**src/rtl/pipe_hazard_ctl.sv**
```systemverilog
// Pipeline hazard controller: resolves branch flushes, load-use stalls and
// memory freezes into PC/IF-ID/ID-EX enables, with a memory-timeout halt state.
module pipe_hazard_ctl #(
    parameter int FLUSH_CYC   = 1,
    parameter int MEM_TIMEOUT = 15
) (
    input  logic        clk,
    input  logic        rst,
    input  logic        pc_sel,
    input  logic        load_use,
    input  logic        mem_busy,
    output logic        pc_en,
    output logic        ifid_en,
    output logic        idex_en,
    output logic        ifid_flush,
    output logic        idex_flush,
    output logic        stall,
    output logic        mem_err,
    output logic [15:0] stall_cnt,
    output logic [1:0]  state
);

    localparam logic [1:0] RUN     = 2'd0;
    localparam logic [1:0] FLUSH   = 2'd1;
    localparam logic [1:0] LDSTALL = 2'd2;
    localparam logic [1:0] HALT    = 2'd3;

    localparam logic [1:0] FLUSH_INIT = 2'(FLUSH_CYC - 1);
    localparam logic [7:0] TO_LAST    = 8'(MEM_TIMEOUT - 1);

    logic [1:0]  state_q, state_d;
    logic [1:0]  fl_cnt_q, fl_cnt_d;
    logic [7:0]  to_cnt_q, to_cnt_d;
    logic        mem_err_q, mem_err_d;
    logic [15:0] stall_cnt_q, stall_cnt_d;

    logic pc_en_c, ifid_en_c, idex_en_c, ifid_fl_c, idex_fl_c;

    // Safe defaults (everything held, both registers bubbled) cover reset and HALT.
    always_comb begin
        state_d   = state_q;
        fl_cnt_d  = fl_cnt_q;
        to_cnt_d  = 8'd0;
        mem_err_d = 1'b0;
        pc_en_c   = 1'b0;
        ifid_en_c = 1'b0;
        idex_en_c = 1'b0;
        ifid_fl_c = 1'b1;
        idex_fl_c = 1'b1;

        if (rst || state_q == HALT) begin
            state_d = state_q;
        end else if (mem_busy) begin
            ifid_fl_c = 1'b0;
            idex_fl_c = 1'b0;
            to_cnt_d  = to_cnt_q + 8'd1;
            if (to_cnt_q == TO_LAST) begin
                state_d   = HALT;
                mem_err_d = 1'b1;
            end
        end else begin
            pc_en_c   = 1'b1;
            ifid_en_c = 1'b1;
            idex_en_c = 1'b1;
            ifid_fl_c = 1'b0;
            idex_fl_c = 1'b0;
            if (state_q == FLUSH) begin
                ifid_fl_c = 1'b1;
                fl_cnt_d  = fl_cnt_q - 2'd1;
                if (fl_cnt_q == 2'd1) begin
                    state_d = RUN;
                end
            end else if (pc_sel) begin
                ifid_fl_c = 1'b1;
                idex_fl_c = 1'b1;
                state_d   = RUN;
                if (FLUSH_CYC > 1) begin
                    fl_cnt_d = FLUSH_INIT;
                    state_d  = FLUSH;
                end
            end else if (load_use && state_q == RUN) begin
                // Hold PC and IF/ID, push a bubble into EX behind the load.
                pc_en_c   = 1'b0;
                ifid_en_c = 1'b0;
                idex_fl_c = 1'b1;
                state_d   = LDSTALL;
            end else begin
                state_d = RUN;
            end
        end

        stall_cnt_d = stall_cnt_q;
        if (!pc_en_c && stall_cnt_q != 16'hFFFF) begin
            stall_cnt_d = stall_cnt_q + 16'd1;
        end
    end

    always_ff @(posedge clk or posedge rst) begin
        if (rst) begin
            state_q     <= RUN;
            fl_cnt_q    <= 2'd0;
            to_cnt_q    <= 8'd0;
            mem_err_q   <= 1'b0;
            stall_cnt_q <= 16'd0;
        end else begin
            state_q     <= state_d;
            fl_cnt_q    <= fl_cnt_d;
            to_cnt_q    <= to_cnt_d;
            mem_err_q   <= mem_err_d;
            stall_cnt_q <= stall_cnt_d;
        end
    end

    assign pc_en      = pc_en_c;
    assign ifid_en    = ifid_en_c;
    assign idex_en    = idex_en_c;
    assign ifid_flush = ifid_fl_c;
    assign idex_flush = idex_fl_c;
    assign stall      = ~pc_en_c;
    assign mem_err    = mem_err_q;
    assign stall_cnt  = stall_cnt_q;
    assign state      = state_q;

endmodule

```
**config.mk**
```make
export PLATFORM = sky130hd
export DESIGN_NAME = pipe_hazard_ctl
export DESIGN_NICKNAME = d
export VERILOG_FILES = /design/src/rtl/pipe_hazard_ctl.sv
export SDC_FILE = /design/constraint.sdc
export NUM_CORES = 1
export LEC_CHECK = 0
export ABC_AREA = 1
export CAP_MARGIN = 20
export CORE_ASPECT_RATIO = 0.6
export CORE_MARGIN = 5
export CORE_UTILIZATION = 39
export CTS_CLUSTER_DIAMETER = 200
export DETAILED_ROUTE_END_ITERATION = 8
export SETUP_SLACK_MARGIN = 0.02
export SYNTH_ARGS = -nofsm -noshare
export SYNTH_HDL_FRONTEND = slang
export SYNTH_SLANG_ARGS = --single-unit
```
**constraint.sdc**
```tcl
create_clock -name clk -period 6.4 [get_ports clk]
set_input_delay 1.28 -clock clk [delete_from_list [all_inputs] [get_ports clk]]
set_output_delay 1.28 -clock clk [all_outputs]
set_load 0.01 [all_outputs]
```
Word level (Yosys, flattened, before mapping)
Cells that the tools add are included.

storage, ports and cells
  bits of input ports = 5
  flip-flop bits (word level) = 29
  bits in read-only memories = 0
  word-level logic and storage cells = 52
  memories = 0
  output and inout port bits = 25
  bits in latches = 0
  bits in writable memories = 0

cells by class
  add/sub/neg operators = 3
  bitwise operators = 3
  div/mod/pow operators = 0
  reductions and logical operators = 7
  equality and inequality tests = 7
  $lt $le $gt $ge = 0
  multiplexer cells = 27
  shifts and indexed selects = 0
  multiply operators = 0

operators with widths
  kind                                                                      number
  1-bit two-way mux                                                         19
  16-bit by 1-bit adder with 16-bit output (second input constant)          1
  8-bit two-way mux                                                         2
  16-bit inequality test (second input constant)                            1
  2-bit two-way mux                                                         6
  8-bit by 1-bit adder with 8-bit output (second input constant)            1
  8-bit by 4-bit == test with 1-bit output (second input constant)          1
  3-bit AND reduction                                                       2
  2-bit by 1-bit == test with 1-bit output (second input constant)          2
  3-bit by 2-bit inequality test with 1-bit output (second input constant)  1
  1-bit NOT                                                                 3
  2-bit == test (second input constant)                                     1
  1-bit logical AND                                                         2
  2-bit zero test                                                           1
  2-bit by 1-bit inequality test with 1-bit output (second input constant)  1
  2-bit by 1-bit subtractor with 2-bit output (second input constant)       1
  1-bit zero test                                                           1
  1-bit logical OR                                                          1

Longest topological paths before layout
  depth in word-level cells = 9
  gate-level depth with buffers = 9
  gate-level depth less buffers = 8

Worst setup path before layout
No wires, ideal clock.

  path kind = input to output
  start point = input port rst
  end point = output port ifid_flush
  arrival time = 2672 ps
  required time = 5120 ps
  setup slack = 2448 ps
  stages on the path = 6
  path through = inv_1 -> nand2_2 -> nor2_1 -> inv_1 -> o31ai_1 -> inv_1

on the way
  word-level cells in the longest chain between the ends = 2

ends and longest elaborated chain
  element            RTL line  text
  from (decl)        8         input logic rst,
  1-bit logical OR   51        if (rst || state_q == HALT) begin
  1-bit two-way mux  51
  to (decl)          15        output logic ifid_flush,

Every way passes these cells.

Worst setup path in the final report
Ends and elaborated chain as after synthesis.

==> results.ini <==
[status]
status = finished clean

[logic_synthesis]
synth.most_common_cell = nand2_1
ys_seq_area_share_pct = 42.1
synth_edf_count = 0
synth_warnings = 0
async_flop_share_pct = 100
synth_cell_type_count = 27
synth_top_area_share_pct = 42.1
synth_flop_cell = dfrtp_1
syn_area_per_cell_sq_um = 7.41
syn_nets = 242
synth_area_sq_mm = 0.00173
yosys.area.top_type = dfrtp_1
synth_seq_cells = 29
synth_area_leaders = dfrtp_1 (42%), nand2_1 (19%), inv_1 (5.4%), nor2_1 (5.4%), nand3_1 (4.1%)
synth_commonest_cells = nand2_1 (86), dfrtp_1 (29), inv_1 (25), nor2_1 (25), nand3_1 (14)
postSynthCellCount = 233

[detailed_routing]
drtIter0Drc = 73
wl_um = 4060
post_drt_wl_per_cell_um = 12.4
vias = 1523
drc = 0
ant_nets = 0
vias_per_cell = 4.64
dr.pass1.iters = 4

[die]
fp.dieArea_sq_mm = 0.00590
start_util_pct = 41.2
die_x_um = 95.9
io-pin-count = 30
dieHeight_um = 61.5
num_rows = 18
core_area_sq_mm = 0.00419

[sta]
rsz0062_at_grt = no
fin_skew_ps = 8.08
maxSlewViolCount = 0
setup_viol = 0
timing.final.crit_period_ps = 4810
setup_tns_ps = 0
max_freq_mhz = 208
setup_ws_ps = 1590
post-route-period-util_pct = 75.1
slew_headroom_pct = 66.7
hold_viol_final = 0
worstMarginPinSlew_ps = 498

[clock_tree]
clk_pin_slew_worst_paths_ps = 60
cts_setup_buffers = 0
tritoncts = yes
postCtsHoldBufs = 0
cts_resized = 0
clockBufferDepth = 2
ctsRootBufferMaster = clkbuf_8
cts_max_level = 2
numCtsBuffers = 5
clock_sinks = 29
insertion_delay_ps = 280

[setup_path]
cp_slowest_stage_delay_ps = 490
path_class = in -> out
end_kind = primary output
crit_slowest_cell = clkdlybuf4s50_1
crit_arrival_ps = 3530
critPathLaunchType = input port
cp_max_fo = 30
critPathRequiredTime_ps = 5120
crit_top_cell = inv_1
worstPathCellList = clkdlybuf4s50_1 -> inv_1 -> buf_4 -> nand2_2 -> nor2_1 -> inv_1 -> o31ai_1 -> inv_1 -> clkdlybuf4s50_1

[global_route]
grt_pass1_vias = 1391
gr-usage-all-layers_pct = 15.7
gr-total-overflow = 0
grt_pass1_wl_um = 6860
antenna_found_initial = 0
grt_max_degree = 31

[pwr]
peakVddDrop_mv = 0.0818
cellPowerDensity_mw_per_mm2 = 157
power_leakage_nw = 1.00
power_mw = 0.337

[cells_and_area]
antenna_cells = 0
syn2layout_area_growth_pct = 24.5
stdcell_area_sq_mm = 0.00215
drive_above_1_share_pct = 7.46
nets = 276

[placement]
finalWeightedCongestion = 0.827
placed_cell_area_sq_mm = 0.00207
place_ws_ps = 1600
numPortBuffers = 29
dpl.hpwl_um = 2960

[flow_run]
drv_cap = 0

[min_path]
holdCritPathClass = reg -> reg

==> cells in the final DEF (no fill, tap or decap) <==
cell type	count
a21oi_1	4
a31o_2	1
buf_4	1
clkbuf_1	3
clkbuf_8	5
clkdlybuf4s50_1	29
clkinv_1	2
dfrtp_1	29
ha_1	4
inv_1	25
inv_2	1
nand2_1	86
nand2_2	3
nand2_4	1
nand3_1	14
nand3_2	1
nand3_4	1
nand4_1	8
nor2_1	25
nor2_2	2
nor2_4	3
nor3_1	2
nor3b_1	1
o21ai_0	7
o21ai_4	1
o21bai_1	1
o31ai_1	1
xnor2_1	4
xor2_1	3
==> where the power goes <==
part / switching, mW / internal, mW
logic: 0.00548 / 0.00286
registers: 0 / 0.183
clock network: 0.0681 / 0.0771
total: 0.0736 / 0.263
==> path summary, 6_finish.rpt <==
| check | startpoint | to | slack [ps] | cells past startpoint |
|---|---|---|---|---|
| setup / recovery | rst | ifid_flush | 1590 | 9 |
| hold reg to reg | fl_cnt_q[0] | fl_cnt_q[0] | 480 | 1 |
| hold / removal | fl_cnt_q[0] | fl_cnt_q[0] | 480 | 1 |
| max in group asynchronous | rst | stall_cnt[2] | 4680 | 3 |
| setup reg to reg | stall_cnt[0] | stall_cnt[11] | 4690 | 8 |
| min in group asynchronous | rst | mem_err | 1430 | 3 |
==> cell families (layout without fill, tap and decap cells) <==
kind of cell / count (synthesis) / in the layout / synth area share, %
buf+inv: 31 / 66 / 7.83
flops: 29 / 29 / 42.1
fa+ha+maj: 4 / 4 / 2.90
simple gates: 147 / 147 / 38.1
compound gates: 15 / 15 / 5.51
xor+xnor: 7 / 7 / 3.55
==> stage by stage <==
step	hold slack [ps]	util [%]	cells
CTS	494	51.3	328
global placement	478	49.4	320
global route	514	51.3	328
finish	483	51.3	328
floorplan	452	-	233
detailed placement	482	49.4	320
==> final cells by class <==
type,instances,area (sq um)
Clock buffer,8,80.1
Fill cell,412,2040
Inverter,28,105
Multi-Input combinational cell,173,865
Sequential cell,29,726
Tap cell,60,75.1
Timing Repair Buffer,30,298
==> per-layer routing <==
metal	routed length (um)	up-vias	share of wire (%)	track usage [%]
met5	0	-	0	0
met4	25	0	0.62	5.26
met3	183	2	4.5	4.76
met2	1550	30	38	20.7
met1	2300	691	57	23.8
li1	-	800	-	-
==> worst max-delay path, delay by kind of cell <==
kind                   cells  cell delay, ps
buffers and inverters      6            1570
and+or+nand+nor            2             570
AOI/OAI and AO/OA          1             100
==> flip-flops by register name, summed over array words and instances, names as in the netlist <==
register,cells
to_cnt_q,8
state,2
mem_err,1
fl_cnt_q,2
stall_cnt,16
No activity file was read; power rests on OpenSTA's default activity.
